--- src/rtl/unified_mem_arbiter_pkg.sv ---
// Shared constants for the unified IF/MEM memory arbiter: state encoding,
// default widths and the starvation limit.
package unified_mem_arbiter_pkg;

    localparam int ADDR_W_DEF     = 32;
    localparam int DATA_W_DEF     = 32;
    localparam int STARVE_MAX_DEF = 4;

    localparam logic [1:0] ST_IDLE     = 2'd0;
    localparam logic [1:0] ST_BUSY_IF  = 2'd1;
    localparam logic [1:0] ST_BUSY_MEM = 2'd2;

    // Counter width able to hold 0..max inclusive.
    function automatic int cnt_width(input int max);
        return (max < 1) ? 1 : $clog2(max + 1);
    endfunction

endpackage

--- src/rtl/unified_mem_arbiter_if.sv ---
// Bundle of the fetch, data-access and RAM-side signals of the arbiter.
// Handshake: each req is held until its one-cycle completion pulse (valid/ack).
interface unified_mem_arbiter_if
    import unified_mem_arbiter_pkg::*;
#(
    parameter int ADDR_W = ADDR_W_DEF,
    parameter int DATA_W = DATA_W_DEF
) ();

    logic              i_if_req;
    logic [ADDR_W-1:0] i_if_addr;
    logic [DATA_W-1:0] o_if_rdata;
    logic              o_if_valid;
    logic              o_stall_if;

    logic              i_mem_req;
    logic              i_mem_we;
    logic [ADDR_W-1:0] i_mem_addr;
    logic [DATA_W-1:0] i_mem_wdata;
    logic [DATA_W-1:0] o_mem_rdata;
    logic              o_mem_valid;
    logic              o_stall_mem;

    logic              o_ram_req;
    logic              o_ram_we;
    logic [ADDR_W-1:0] o_ram_addr;
    logic [DATA_W-1:0] o_ram_wdata;
    logic              i_ram_ack;
    logic [DATA_W-1:0] i_ram_rdata;

    modport slave (
        input  i_if_req, i_if_addr,
        output o_if_rdata, o_if_valid, o_stall_if,
        input  i_mem_req, i_mem_we, i_mem_addr, i_mem_wdata,
        output o_mem_rdata, o_mem_valid, o_stall_mem,
        output o_ram_req, o_ram_we, o_ram_addr, o_ram_wdata,
        input  i_ram_ack, i_ram_rdata
    );

    modport master (
        output i_if_req, i_if_addr,
        input  o_if_rdata, o_if_valid, o_stall_if,
        output i_mem_req, i_mem_we, i_mem_addr, i_mem_wdata,
        input  o_mem_rdata, o_mem_valid, o_stall_mem,
        input  o_ram_req, o_ram_we, o_ram_addr, o_ram_wdata,
        output i_ram_ack, i_ram_rdata
    );

endinterface

--- src/rtl/unified_mem_arbiter_arb_pick.sv ---
// Winner select for the idle arbiter: MEM has priority unless IF has been
// passed over STARVE_MAX times in a row while contending.
module arb_pick
    import unified_mem_arbiter_pkg::*;
#(
    parameter int STARVE_MAX = STARVE_MAX_DEF
) (
    input  logic i_clk,
    input  logic i_rst,
    input  logic i_if_pend,
    input  logic i_mem_pend,
    input  logic i_idle,
    output logic o_grant_if,
    output logic o_grant_mem
);

    localparam int              CNT_W   = cnt_width(STARVE_MAX);
    localparam logic [CNT_W-1:0] CNT_MAX = CNT_W'(STARVE_MAX);

    logic [CNT_W-1:0] cnt_q, cnt_d;
    logic             starved;

    assign starved     = (cnt_q >= CNT_MAX);
    assign o_grant_mem = i_idle & i_mem_pend & ~(i_if_pend & starved);
    assign o_grant_if  = i_idle & i_if_pend & ~o_grant_mem;

    // Only contested MEM wins count; an uncontested MEM grant leaves it alone.
    always_comb begin
        cnt_d = cnt_q;
        if (o_grant_if) begin
            cnt_d = '0;
        end else if (o_grant_mem && i_if_pend) begin
            cnt_d = cnt_q + CNT_W'(1);
        end
    end

    always_ff @(posedge i_clk or posedge i_rst) begin
        if (i_rst) begin
            cnt_q <= '0;
        end else begin
            cnt_q <= cnt_d;
        end
    end

endmodule

--- src/rtl/unified_mem_arbiter.sv ---
// Single-port unified memory shared by fetch (IF) and data access (MEM):
// req/ack sequencing toward the RAM, registered results and pipeline stalls.
module unified_mem_arbiter
    import unified_mem_arbiter_pkg::*;
#(
    parameter int ADDR_W     = ADDR_W_DEF,
    parameter int DATA_W     = DATA_W_DEF,
    parameter int STARVE_MAX = STARVE_MAX_DEF
) (
    input  logic                   i_clk,
    input  logic                   i_rst,
    unified_mem_arbiter_if.slave   bus,
    output logic [1:0]             o_state_dbg
);

    logic [1:0]        state_q,     state_d;
    logic              ram_req_q,   ram_req_d;
    logic              ram_we_q,    ram_we_d;
    logic [ADDR_W-1:0] ram_addr_q,  ram_addr_d;
    logic [DATA_W-1:0] ram_wdata_q, ram_wdata_d;
    logic [DATA_W-1:0] if_rdata_q,  if_rdata_d;
    logic              if_valid_q,  if_valid_d;
    logic [DATA_W-1:0] mem_rdata_q, mem_rdata_d;
    logic              mem_valid_q, mem_valid_d;

    logic if_pend, mem_pend, idle, grant_if, grant_mem;

    // A requester still holding req in its completion cycle is not re-granted.
    assign if_pend  = bus.i_if_req  & ~if_valid_q;
    assign mem_pend = bus.i_mem_req & ~mem_valid_q;
    assign idle     = (state_q == ST_IDLE);

    arb_pick #(
        .STARVE_MAX (STARVE_MAX)
    ) u_pick (
        .i_clk       (i_clk),
        .i_rst       (i_rst),
        .i_if_pend   (if_pend),
        .i_mem_pend  (mem_pend),
        .i_idle      (idle),
        .o_grant_if  (grant_if),
        .o_grant_mem (grant_mem)
    );

    always_comb begin
        state_d     = state_q;
        ram_req_d   = ram_req_q;
        ram_we_d    = ram_we_q;
        ram_addr_d  = ram_addr_q;
        ram_wdata_d = ram_wdata_q;
        if_rdata_d  = if_rdata_q;
        mem_rdata_d = mem_rdata_q;
        if_valid_d  = 1'b0;
        mem_valid_d = 1'b0;
        case (state_q)
            ST_IDLE: begin
                if (grant_mem) begin
                    state_d     = ST_BUSY_MEM;
                    ram_req_d   = 1'b1;
                    ram_we_d    = bus.i_mem_we;
                    ram_addr_d  = bus.i_mem_addr;
                    ram_wdata_d = bus.i_mem_wdata;
                end else if (grant_if) begin
                    state_d    = ST_BUSY_IF;
                    ram_req_d  = 1'b1;
                    ram_we_d   = 1'b0;
                    ram_addr_d = bus.i_if_addr;
                end
            end
            ST_BUSY_IF: begin
                if (bus.i_ram_ack) begin
                    state_d    = ST_IDLE;
                    ram_req_d  = 1'b0;
                    if_valid_d = 1'b1;
                    if_rdata_d = bus.i_ram_rdata;
                end
            end
            ST_BUSY_MEM: begin
                if (bus.i_ram_ack) begin
                    state_d     = ST_IDLE;
                    ram_req_d   = 1'b0;
                    mem_valid_d = 1'b1;
                    if (!ram_we_q) begin
                        mem_rdata_d = bus.i_ram_rdata;
                    end
                end
            end
            default: begin
                state_d   = ST_IDLE;
                ram_req_d = 1'b0;
            end
        endcase
    end

    always_ff @(posedge i_clk or posedge i_rst) begin
        if (i_rst) begin
            state_q     <= ST_IDLE;
            ram_req_q   <= 1'b0;
            ram_we_q    <= 1'b0;
            ram_addr_q  <= '0;
            ram_wdata_q <= '0;
            if_rdata_q  <= '0;
            if_valid_q  <= 1'b0;
            mem_rdata_q <= '0;
            mem_valid_q <= 1'b0;
        end else begin
            state_q     <= state_d;
            ram_req_q   <= ram_req_d;
            ram_we_q    <= ram_we_d;
            ram_addr_q  <= ram_addr_d;
            ram_wdata_q <= ram_wdata_d;
            if_rdata_q  <= if_rdata_d;
            if_valid_q  <= if_valid_d;
            mem_rdata_q <= mem_rdata_d;
            mem_valid_q <= mem_valid_d;
        end
    end

    assign bus.o_ram_req   = ram_req_q;
    assign bus.o_ram_we    = ram_we_q;
    assign bus.o_ram_addr  = ram_addr_q;
    assign bus.o_ram_wdata = ram_wdata_q;
    assign bus.o_if_rdata  = if_rdata_q;
    assign bus.o_if_valid  = if_valid_q;
    assign bus.o_mem_rdata = mem_rdata_q;
    assign bus.o_mem_valid = mem_valid_q;
    assign bus.o_stall_if  = bus.i_if_req  & ~if_valid_q;
    assign bus.o_stall_mem = bus.i_mem_req & ~mem_valid_q;
    assign o_state_dbg     = state_q;

endmodule

--- src/flat_wrapper.sv ---
// flat-port wrapper written by rule: the top's interface ports become plain ports
module unified_mem_arbiter_flat import unified_mem_arbiter_pkg::*;
#(
    parameter int ADDR_W     = ADDR_W_DEF,
    parameter int DATA_W     = DATA_W_DEF,
    parameter int STARVE_MAX = STARVE_MAX_DEF
)
  (i_clk, i_rst, o_state_dbg, bus_i_if_req, bus_i_if_addr, bus_o_if_rdata, bus_o_if_valid, bus_o_stall_if, bus_i_mem_req, bus_i_mem_we, bus_i_mem_addr, bus_i_mem_wdata, bus_o_mem_rdata, bus_o_mem_valid, bus_o_stall_mem, bus_o_ram_req, bus_o_ram_we, bus_o_ram_addr, bus_o_ram_wdata, bus_i_ram_ack, bus_i_ram_rdata);
  unified_mem_arbiter_if #(.ADDR_W(ADDR_W), .DATA_W(DATA_W)) bus_i ();
  input  logic i_clk;
  input  logic i_rst;
  output logic [1:0] o_state_dbg;
  input wire logic [$bits(bus_i.i_if_req)-1:0] bus_i_if_req;
  input wire logic [$bits(bus_i.i_if_addr)-1:0] bus_i_if_addr;
  output wire logic [$bits(bus_i.o_if_rdata)-1:0] bus_o_if_rdata;
  output wire logic [$bits(bus_i.o_if_valid)-1:0] bus_o_if_valid;
  output wire logic [$bits(bus_i.o_stall_if)-1:0] bus_o_stall_if;
  input wire logic [$bits(bus_i.i_mem_req)-1:0] bus_i_mem_req;
  input wire logic [$bits(bus_i.i_mem_we)-1:0] bus_i_mem_we;
  input wire logic [$bits(bus_i.i_mem_addr)-1:0] bus_i_mem_addr;
  input wire logic [$bits(bus_i.i_mem_wdata)-1:0] bus_i_mem_wdata;
  output wire logic [$bits(bus_i.o_mem_rdata)-1:0] bus_o_mem_rdata;
  output wire logic [$bits(bus_i.o_mem_valid)-1:0] bus_o_mem_valid;
  output wire logic [$bits(bus_i.o_stall_mem)-1:0] bus_o_stall_mem;
  output wire logic [$bits(bus_i.o_ram_req)-1:0] bus_o_ram_req;
  output wire logic [$bits(bus_i.o_ram_we)-1:0] bus_o_ram_we;
  output wire logic [$bits(bus_i.o_ram_addr)-1:0] bus_o_ram_addr;
  output wire logic [$bits(bus_i.o_ram_wdata)-1:0] bus_o_ram_wdata;
  input wire logic [$bits(bus_i.i_ram_ack)-1:0] bus_i_ram_ack;
  input wire logic [$bits(bus_i.i_ram_rdata)-1:0] bus_i_ram_rdata;
  assign bus_i.i_if_req = bus_i_if_req;
  assign bus_i.i_if_addr = bus_i_if_addr;
  assign bus_o_if_rdata = bus_i.o_if_rdata;
  assign bus_o_if_valid = bus_i.o_if_valid;
  assign bus_o_stall_if = bus_i.o_stall_if;
  assign bus_i.i_mem_req = bus_i_mem_req;
  assign bus_i.i_mem_we = bus_i_mem_we;
  assign bus_i.i_mem_addr = bus_i_mem_addr;
  assign bus_i.i_mem_wdata = bus_i_mem_wdata;
  assign bus_o_mem_rdata = bus_i.o_mem_rdata;
  assign bus_o_mem_valid = bus_i.o_mem_valid;
  assign bus_o_stall_mem = bus_i.o_stall_mem;
  assign bus_o_ram_req = bus_i.o_ram_req;
  assign bus_o_ram_we = bus_i.o_ram_we;
  assign bus_o_ram_addr = bus_i.o_ram_addr;
  assign bus_o_ram_wdata = bus_i.o_ram_wdata;
  assign bus_i.i_ram_ack = bus_i_ram_ack;
  assign bus_i.i_ram_rdata = bus_i_ram_rdata;
  unified_mem_arbiter #(.ADDR_W(ADDR_W), .DATA_W(DATA_W), .STARVE_MAX(STARVE_MAX)) u_core (.i_clk(i_clk), .i_rst(i_rst), .bus(bus_i), .o_state_dbg(o_state_dbg));
endmodule
--- config.mk ---
export PLATFORM = sky130hd
export DESIGN_NAME = unified_mem_arbiter_flat
export DESIGN_NICKNAME = d
export VERILOG_FILES = /design/src/rtl/unified_mem_arbiter_pkg.sv /design/src/rtl/unified_mem_arbiter_if.sv /design/src/rtl/unified_mem_arbiter_arb_pick.sv /design/src/rtl/unified_mem_arbiter.sv /design/src/flat_wrapper.sv
export SDC_FILE = /design/constraint.sdc
export NUM_CORES = 1
export LEC_CHECK = 0
export CAP_MARGIN = 30
export CORE_MARGIN = 8
export CORE_UTILIZATION = 46
export DETAILED_ROUTE_END_ITERATION = 12
export PLACE_DENSITY = 0.86
export SLEW_MARGIN = 20
export SYNTH_ARGS = -nofsm -noshare
export SYNTH_HDL_FRONTEND = slang
export SYNTH_SLANG_ARGS = --single-unit
export TNS_END_PERCENT = 1
--- constraint.sdc ---
create_clock -name i_clk -period 9.9 [get_ports i_clk]
set_clock_uncertainty 0.1 [all_clocks]
set_input_delay 1.485 -clock i_clk [delete_from_list [all_inputs] [get_ports i_clk]]
set_output_delay 1.485 -clock i_clk [all_outputs]
set_load 0.05 [all_outputs]
==> impl_metrics.csv, run 1 <==
group,metric,value,unit
status,status,"finished clean",
setup_path,slowest_delay,850,ps
setup_path,cp.required,8320,ps
detailed_routing,firstDrtPassIters,4,
floorplan,chipWidth,133,um
clock_network,cts_hold_buf,0,
setup_path,cp-start-kind,"input pin",
floorplan,row_count,42,
clock_network,cts_num_sinks,137,
global_routing,grt_pass1_wl,30.8,mm
yosys,netlist_area,0.00630,sq mm
setup_path,critical_path.endpoint_type,"output pin",
worst_hold_path,whs_path_depth,1,
sta,setup_tns,0,ps
yosys,ys_types,32,
final_layout,fin_nets,837,
detailed_routing,drt-initial-drc-count,264,
yosys,synth_seq_cells,137,
yosys,syn_nets,582,
final_layout,synthToLayoutAreaGrowth,53.2,%
detailed_routing,vias_per_cell,5.57,
final_layout,drive_above_1_share,20.1,%
yosys,synth_top_family_by_area,"multiplexers",
clock_network,ctsResizeCount,0,
detailed_routing,wl_per_cell,22.5,um
yosys,synthSimpleGateAreaFrac,6.98,%
sta,fmax,0.203,GHz
yosys,synth_top_area_share,54.5,%
power,p_leak,3.96,nW
global_routing,antenna_found_initial,0,
yosys,syn_avg_cell_area,14.2,sq um
clock_network,cts_setup_buffers,0,
sta,timing_hold_violations_final,0,
sta,fin_crit,4930,ps
yosys,synth_compound_area_share,16.2,%
run,cap_violations,0,
placement,routabilityCongestion,0.744,
yosys,yosys_warnings,0,
yosys,synth_fa_ha_area_share,0.795,%
setup_path,crit_buf_inv,4,
yosys,synthTopCellsByCount,"dfrtp_1, mux2_2, o21ai_0, and4b_1, a2bb2oi_2",
floorplan,start_util,47.4,%
clock_network,htree_levels,4,
setup_path,worstPathCellList,"clkdlybuf4s50_1, nand2b_1, buf_4, inv_1, clkdlybuf4s50_1",
power,powerDensity,415,mW/mm^2
power,ir_worst_vdd,0.000268,V
yosys,synth_xor_area_share,0,%
setup_path,cp.depth,5,
detailed_routing,via_count,4938,
setup_path,crit_family,"buffers and inverters",
sta,setup_viol_count_final,0,
floorplan,ios,270,
clock_network,clk_latency,410,ps
yosys,synthArstFlopShare,100,%
setup_path,critical_path_class,"in2out",
floorplan,die_h,133,um
detailed_routing,postRouteWirelength,19.9,mm
sta,rsz0062_at_grt,"false",
yosys,seq_area_frac_synth,54.5,%
yosys,yosysTopAreaCell,"dfrtp_1",
setup_path,crit_slowest_cell,"clkdlybuf4s50_1",
yosys,synth.top_cells.by_area,"dfrtp_1, mux2_2, a2bb2oi_2",
placement,port-buffer-count,269,
yosys,synth_edf_count,0,
yosys,synth_mux_area_share,17.2,%
sta,finalCritPeriodShare,49.8,%
sta,slew_headroom,41.5,%
clock_network,clk_pin_slew,60,ps
yosys,synth.most_common_cell,"dfrtp_1",
sta,max_slew.worst_pin.slew,878,ps
placement,dpl.hpwl,14.3,mm
worst_hold_path,hold_path_class,"reg2reg",
sta,report.final.slew_viol_count,0,
yosys,syn_inst,444,
setup_path,cpMostUsedCell,"clkdlybuf4s50_1",
global_routing,grt_use_total,22.3,%
detailed_routing,drc,0,
yosys,synthFlopType,"dfrtp_1",
clock_network,clock-root-buffer,"clkbuf_16",
global_routing,grt_pass1_vias,5433,
floorplan,die_area,0.0177,sq mm
setup_path,ff2ff_path_depth,5,
sta,worst_slack,4970,ps
global_routing,grt_max_degree,86,
detailed_routing,final_antenna_net_count,0,
clock_network,cts_tree,"done",
floorplan,core,0.0133,sq mm
global_routing,grt_overflow,0,
final_layout,diodes,0,
setup_path,arrival,3340,ps
clock_network,cts_buffer_depth,2,
setup_path,crit_fanout,37,
placement,dpl_worst_slack,4970,ps
clock_network,cts_buffers,17,
kinds of logic after synthesis:
kind of cell    after synthesis
flops                       137
compound gates              107
mux                          96
buf+inv                      51
simple gates                 49
fa+ha+maj                     4
sequential cells by signal, indices dropped and copies added (netlist names):
register                flops
u_core.bus.o_if_rdata      32
u_core.bus.o_if_valid       1
u_core.bus.o_mem_rdata     32
u_core.bus.o_mem_valid      1
u_core.bus.o_ram_addr      32
u_core.bus.o_ram_req        1
u_core.bus.o_ram_wdata     32
u_core.bus.o_ram_we         1
u_core.o_state_dbg          2
u_core.u_pick.cnt_q         3
placed cells by master (no fill, tap or decap), drive strengths merged, types with 4 or more instances in the layout:
master and n:
clkdlybuf4s50 269, dfrtp 137, mux2 96, o21ai 36, and4b 32, a2bb2oi 32
a221oi 32, clkbuf 23, buf 11, inv 8, nand2 4, ha 4
final cells by class:
cell class,count,area (sq um)
Clock buffer,23,468
Clock inverter,7,93.8
Multi-Input combinational cell,256,2590
Fill cell,879,3650
Inverter,7,31.3
Tap cell,176,220
Timing Repair Buffer,280,2820
Sequential cell,137,3430
through the flow:
step                cell area [sq um]  std cells  utilization [%]  hold slack (ps)  power, mW
floorplan                        6300        444                -              358       2.61
detailed placement               9090        856             68.3              375       3.41
global route                     9650        886             72.6              403       4.17
global placement                 9020        853             67.8              367       3.34
finish                           9650        886             72.6              382       4.01
CTS                              9650        886             72.6              388       4.04
routing by layer:
metal | vias up | wire (um) | track usage, %
met5 | - | 0 | 0
met4 | 0 | 325 | 6.50
met3 | 25 | 2070 | 10.7
met2 | 208 | 10000 | 37.8
met1 | 2496 | 7500 | 24.1
li1 | 2209 | - | -
worst reg2reg max path: stages (launching register included):
cell and delay, ps:
dfrtp_1 430, inv_1 110, ha_1 650, nand3b_2 670, nor2_8 730, mux2_2 420
final timing paths:
check                      slack [ps]                       start                    endpoint
max in group asynchronous        7010                       i_rst   u_core.bus.o_ram_wdata[4]
hold / removal                    380  u_core.bus.o_ram_wdata[14]  u_core.bus.o_ram_wdata[14]
min in group asynchronous        1510                       i_rst   u_core.bus.o_ram_wdata[0]
hold reg to reg                   380  u_core.bus.o_ram_wdata[14]  u_core.bus.o_ram_wdata[14]
setup / recovery                 4970                bus_i_if_req              bus_o_stall_if
setup reg to reg                 6680       u_core.o_state_dbg[0]  u_core.bus.o_ram_wdata[30]
where the power goes:
| group | internal (mW) | total, mW | switching (mW) |
|---|---|---|---|
| combinational | 0.896 | 2.37 | 1.48 |
| sequential | 0.844 | 1.02 | 0.178 |
| clock | 0.381 | 0.613 | 0.231 |
Power figures use the tool's default switching activity.
==> run 2: changes to the inputs <==
--- a/config.mk
+++ b/config.mk
@@ -7,9 +7,9 @@
 export LEC_CHECK = 0
 export CAP_MARGIN = 30
 export CORE_MARGIN = 8
-export CORE_UTILIZATION = 46
+export CORE_UTILIZATION = 43
 export DETAILED_ROUTE_END_ITERATION = 12
-export PLACE_DENSITY = 0.86
+export PLACE_DENSITY = 0.81
 export SLEW_MARGIN = 20
 export SYNTH_ARGS = -nofsm -noshare
 export SYNTH_HDL_FRONTEND = slang
==> constraint.sdc (replaced) <==
create_clock -name i_clk -period 5.1 [get_ports i_clk]
set_clock_uncertainty 0.1 [all_clocks]
set_input_delay 0.765 -clock i_clk [delete_from_list [all_inputs] [get_ports i_clk]]
set_output_delay 0.765 -clock i_clk [all_outputs]
set_load 0.05 [all_outputs]
==> impl_metrics.csv, run 2 (synthesized netlist as in run 1, its figures left out) <==
group,metric,value,unit
sta,report.final.slew_viol_count,0,
global_routing,antenna_found_initial,0,
clock_network,clk_pin_slew,60,ps
power,p_leak,3.96,nW
final_layout,multiInputGateArea,0.00259,sq mm
power,powerDensity,804,mW/mm^2
clock_network,htree_levels,4,
setup_path,cp-start-kind,"input pin",
status,status,"finished clean",
worst_hold_path,hold_path_class,"reg2reg",
sta,slew_headroom,43.6,%
clock_network,cts_setup_buffers,0,
clock_network,cts_num_sinks,137,
sta,setup_viol_count_final,0,
power,switching_share,47.5,%
setup_path,cp.required,4240,ps
sta,finalCritPeriodShare,63.2,%
clock_network,cts_hold_buf,0,
clock_network,cts_tree,"done",
detailed_routing,postRouteWirelength,19.7,mm
setup_path,crit_end,"bus_o_stall_if",
final_layout,ff_latch_area,0.00343,sq mm
power,p_int,4.07,mW
detailed_routing,via_count,4901,
floorplan,core,0.0144,sq mm
floorplan,start_util,43.7,%
final_layout,mostFrequentLayoutCells,"clkdlybuf4s50_1, dfrtp_1, mux2_2, o21ai_0, and4b_1",
detailed_routing,drc,0,
clock_network,cts_buffers,17,
detailed_routing,vias_per_cell,5.48,
final_layout,diodes,0,
final_layout,synthToLayoutAreaGrowth,53.1,%
setup_path,startpoint,"bus_i_if_req",
global_routing,grt_overflow,0,
setup_path,arrival,2360,ps
setup_path,reg2reg_setup_slack,2070,ps
floorplan,ios,270,
sta,timing_hold_violations_final,0,
clock_network,clk_latency,410,ps
power,ir_worst_vdd,0.000514,V
sta,max_slew.worst_pin.slew,845,ps
detailed_routing,wl_per_cell,22.0,um
placement,dpl.hpwl,14.5,mm
final_layout,fillCellCount,1072,
sta,fmax,0.310,GHz
sta,setup_tns,0,ps
clock_network,clock-root-buffer,"clkbuf_16",
floorplan,die_h,137,um
floorplan,chipWidth,137,um
global_routing,grt_pass1_vias,5453,
global_routing,grt_use_total,21.0,%
placement,port-buffer-count,269,
setup_path,crit_fanout,4,
sta,whs,384,ps
setup_path,critical_path.endpoint_type,"output pin",
setup_path,critical_path_class,"in2out",
global_routing,grt_max_degree,107,
placement,routabilityCongestion,0.801,
floorplan,die_area,0.0188,sq mm
sta,rsz0062_at_grt,"false",
setup_path,ff2ff_path_depth,5,
detailed_routing,final_antenna_net_count,0,
detailed_routing,firstDrtPassIters,5,
floorplan,row_count,44,
detailed_routing,drt-initial-drc-count,256,
final_layout,layout_commonest_cell,"clkdlybuf4s50_1",
power,pwr-share-clk,15.1,%
final_layout,drive_above_1_share,20.8,%
clock_network,ctsResizeCount,0,
clock_network,cts_buffer_depth,2,
setup_path,r2r_start,"u_core.o_state_dbg[0]",
setup_path,r2r-end,"u_core.bus.o_ram_wdata[30]",
global_routing,grt_pass1_wl,30.2,mm
power,power_frac_comb,59.2,%
sta,fin_crit,3220,ps
power,p_sw,3.68,mW
run,cap_violations,0,
final_layout,fin_nets,838,
power,sequentialPowerShare,25.6,%
run 2: changes by cell type in the layout (fill, tap and decap cells not counted), sizes merged:
cell | previous run | this run
buf | 11 | 13
clkdlybuf4s50 | 269 | 268
clkinv | 2 | 8
clkbuf | 23 | 18
clkinvlp | 2 | 1
run 2: how the worst min path moves through the flow:
stage          slack (ps)                        from  cells past startpoint                         end
2_1_floorplan         360      u_core.u_pick.cnt_q[0]                      1      u_core.u_pick.cnt_q[0]
3_3_place_gp          370  u_core.bus.o_ram_wdata[22]                      1  u_core.bus.o_ram_wdata[22]
3_5_place_dp          380  u_core.bus.o_ram_wdata[13]                      1  u_core.bus.o_ram_wdata[13]
4_1_cts               390  u_core.bus.o_ram_wdata[13]                      1  u_core.bus.o_ram_wdata[13]
5_1_grt               400  u_core.bus.o_ram_wdata[21]                      1  u_core.bus.o_ram_wdata[21]
6_report              380  u_core.bus.o_ram_wdata[19]                      1  u_core.bus.o_ram_wdata[19]
run 2: metal layers:
metal	global-route usage, %	vias to the layer above	wire length [um]
met1	22.9	2425	7270
met2	34.2	241	9560
met5	0	-	0
met3	11.2	31	2450
met4	7.18	0	410
li1	-	2204	-
run 2: layout make-up:
cell class | count | area share, %
multi-input combinational | 256 | 26.8
clock inverter | 12 | 1.32
inverter | 7 | 0.324
tap | 184 | 2.39
sequential | 137 | 35.6
timing repair buffer | 281 | 29.1
clock buffer | 18 | 4.45
run 2: power groups by stage:
stage | sequential (mW) | combinational (mW) | clock [mW]
after floorplan | 3.81 | 1.25 | 0
after global placement | 1.95 | 4.53 | 0
after detailed placement | 1.99 | 4.61 | 0
after CTS | 1.99 | 4.63 | 1.20
after global routing | 2.06 | 4.79 | 1.25
final | 1.99 | 4.59 | 1.17
run 2: metrics by stage:
stage	util, %	setup slack (ps)	cells	area (sq um)	total power, mW
final	66.8	1880	895	9640	7.75
after global routing	66.8	1790	895	9640	8.09
after CTS	66.7	1860	894	9610	7.82
after detailed placement	62.8	1640	864	9060	6.60
after global placement	62.7	1710	863	9040	6.49
after floorplan	-	567	444	6300	5.06
run 2: worst max-delay path, cell delays in order:
cell and delay, ps:
clkdlybuf4s50_1 520, nand2b_1 90, inv_1 120, clkdlybuf4s50_1 850
==> run 3: changes to the inputs <==
--- a/config.mk
+++ b/config.mk
@@ -7,9 +7,9 @@
 export LEC_CHECK = 0
 export CAP_MARGIN = 30
 export CORE_MARGIN = 8
-export CORE_UTILIZATION = 43
+export CORE_UTILIZATION = 39
 export DETAILED_ROUTE_END_ITERATION = 12
-export PLACE_DENSITY = 0.81
+export PLACE_DENSITY = 0.78
 export SLEW_MARGIN = 20
 export SYNTH_ARGS = -nofsm -noshare
 export SYNTH_HDL_FRONTEND = slang
==> constraint.sdc (replaced) <==
create_clock -name i_clk -period 2.8 [get_ports i_clk]
set_clock_uncertainty 0.1 [all_clocks]
set_input_delay 0.42 -clock i_clk [delete_from_list [all_inputs] [get_ports i_clk]]
set_output_delay 0.42 -clock i_clk [all_outputs]
set_load 0.05 [all_outputs]
==> impl_metrics.csv, run 3 (synthesized netlist as in run 1, its figures left out) <==
group,metric,value,unit
final_layout,layout_commonest_cell,"clkdlybuf4s50_1",
floorplan,core,0.0158,sq mm
final_layout,design_area,0.00975,sq mm
global_routing,grt_pass1_wl,30.5,mm
setup_path,ff2ff_path_depth,7,
power,p_int,7.47,mW
clock_network,cts_buffers,17,
clock_network,cts_num_sinks,137,
global_routing,grt_pass1_vias,5535,
setup_path,arrival,2050,ps
detailed_routing,postRouteWirelength,19.8,mm
sta,slew_headroom,56.3,%
power,pwr-share-clk,15.3,%
sta,max_slew.worst_pin.slew,654,ps
clock_network,htree_levels,4,
sta,setup_tns,0,ps
setup_path,crit_fanout,36,
sta,finalCritPeriodShare,91.6,%
detailed_routing,via_count,4949,
power,sequentialPowerShare,25.4,%
global_routing,grt_max_degree,72,
detailed_routing,final_antenna_net_count,0,
detailed_routing,drc,0,
floorplan,die_h,143,um
global_routing,antenna_found_initial,0,
clock_network,clk_latency,410,ps
placement,port-buffer-count,269,
floorplan,die_area,0.0205,sq mm
floorplan,ios,270,
setup_path,critical_path_class,"reg2out",
power,powerDensity,1460,mW/mm^2
setup_path,slowest_delay,690,ps
sta,rsz0062_at_grt,"false",
worst_hold_path,hold_path_class,"reg2reg",
final_layout,mostFrequentLayoutCells,"clkdlybuf4s50_1, dfrtp_1, mux2_2, o21ai_0, and4b_1",
clock_network,cts_hold_buf,0,
final_layout,synthToLayoutAreaGrowth,54.8,%
placement,dpl.hpwl,14.7,mm
power,p_sw,6.73,mW
power,power_frac_comb,59.3,%
clock_network,cts_setup_buffers,0,
floorplan,row_count,46,
clock_network,clock-root-buffer,"clkbuf_16",
setup_path,crit_family,"buffers and inverters",
detailed_routing,firstDrtPassIters,5,
setup_path,crit_buf_inv,3,
final_layout,diodes,0,
power,p_leak,3.99,nW
setup_path,critical_path.endpoint_type,"output pin",
global_routing,grt_use_total,19.3,%
clock_network,clk_pin_slew,60,ps
clock_network,cts_buffer_depth,2,
sta,fmax,0.390,GHz
setup_path,cp.depth,4,
setup_path,cp.required,2280,ps
final_layout,fin_nets,842,
placement,place_area,0.00917,sq mm
detailed_routing,wl_per_cell,21.2,um
setup_path,worstPathCellList,"nand2b_1, buf_4, inv_1, buf_12",
power,ir_worst_vdd,0.000941,V
sta,report.final.slew_viol_count,0,
setup_path,crit_slowest_cell,"dfrtp_1",
floorplan,start_util,39.8,%
detailed_routing,drt-initial-drc-count,175,
power,switching_share,47.4,%
global_routing,grt_overflow,0,
sta,fin_crit,2570,ps
detailed_routing,vias_per_cell,5.30,
power,p_total,14.2,mW
worst_hold_path,whs_path_depth,1,
sta,setup_viol_count_final,0,
run,cap_violations,0,
placement,routabilityCongestion,0.810,
floorplan,chipWidth,143,um
sta,timing_hold_violations_final,0,
setup_path,cp-start-kind,"flop",
final_layout,drive_above_1_share,21.5,%
clock_network,ctsResizeCount,0,
clock_network,cts_tree,"done",
status,status,"finished clean",
-- run 3: changes by cell type in the layout (fill, tap and decap cells not counted), sizes merged --
cell and change:
bufinv -1, buf +5, clkinv -3, clkbuf +5, clkinvlp +1, clkdlybuf4s50 -1
-- run 3: area by class of cell --
type	instances	area, sq um
flip-flops and latches	137	3430
multi-input cells	256	2590
clock inverters	9	87.6
clock buffers	23	488
fillers	1233	6080
well taps	216	270
repair buffers	285	2860
inverters	7	30.0
-- run 3: routing by layer --
layer | GRT usage, % | part of all wire [%] | vias to the layer above
met5 | 0 | 0 | -
met4 | 6.38 | 1.9 | 0
met3 | 10.2 | 13 | 24
met2 | 32.1 | 49 | 245
met1 | 20.7 | 36 | 2462
li1 | - | - | 2218
-- run 3: power groups by stage --
stage                     sequential (mW)  combinational, mW  clock (mW)
final                                3.61               8.42        2.18
after global routing                 3.72               8.79        2.30
after CTS                            3.61               8.50        2.22
after detailed placement             3.63               8.46           0
after global placement               3.55               8.34           0
after floorplan                      6.95               2.28           0
-- run 3: path summary, 6_finish.rpt --
path	end	slack, ps	from
worst max-delay path	bus_o_stall_mem	230	u_core.bus.o_mem_valid
worst min-delay path	u_core.bus.o_ram_wdata[8]	390	u_core.bus.o_ram_wdata[8]
worst max register to register	u_core.bus.o_ram_addr[4]	570	u_core.o_state_dbg[0]
worst min register to register	u_core.bus.o_ram_wdata[8]	390	u_core.bus.o_ram_wdata[8]
max in group asynchronous	u_core.bus.o_ram_addr[8]	1880	i_rst
min in group asynchronous	u_core.bus.o_ram_wdata[21]	410	i_rst
-- run 3: through the flow --
| step | util, % | hold slack [ps] | worst slack (ps) | instances |
|---|---|---|---|---|
| floorplan | - | 358 | 573 | 444 |
| global placement | 58.0 | 369 | 495 | 901 |
| detailed placement | 58.0 | 378 | 463 | 901 |
| CTS | 61.6 | 392 | 217 | 933 |
| global route | 61.6 | 410 | 11.0 | 933 |
| finish | 61.6 | 390 | 235 | 933 |
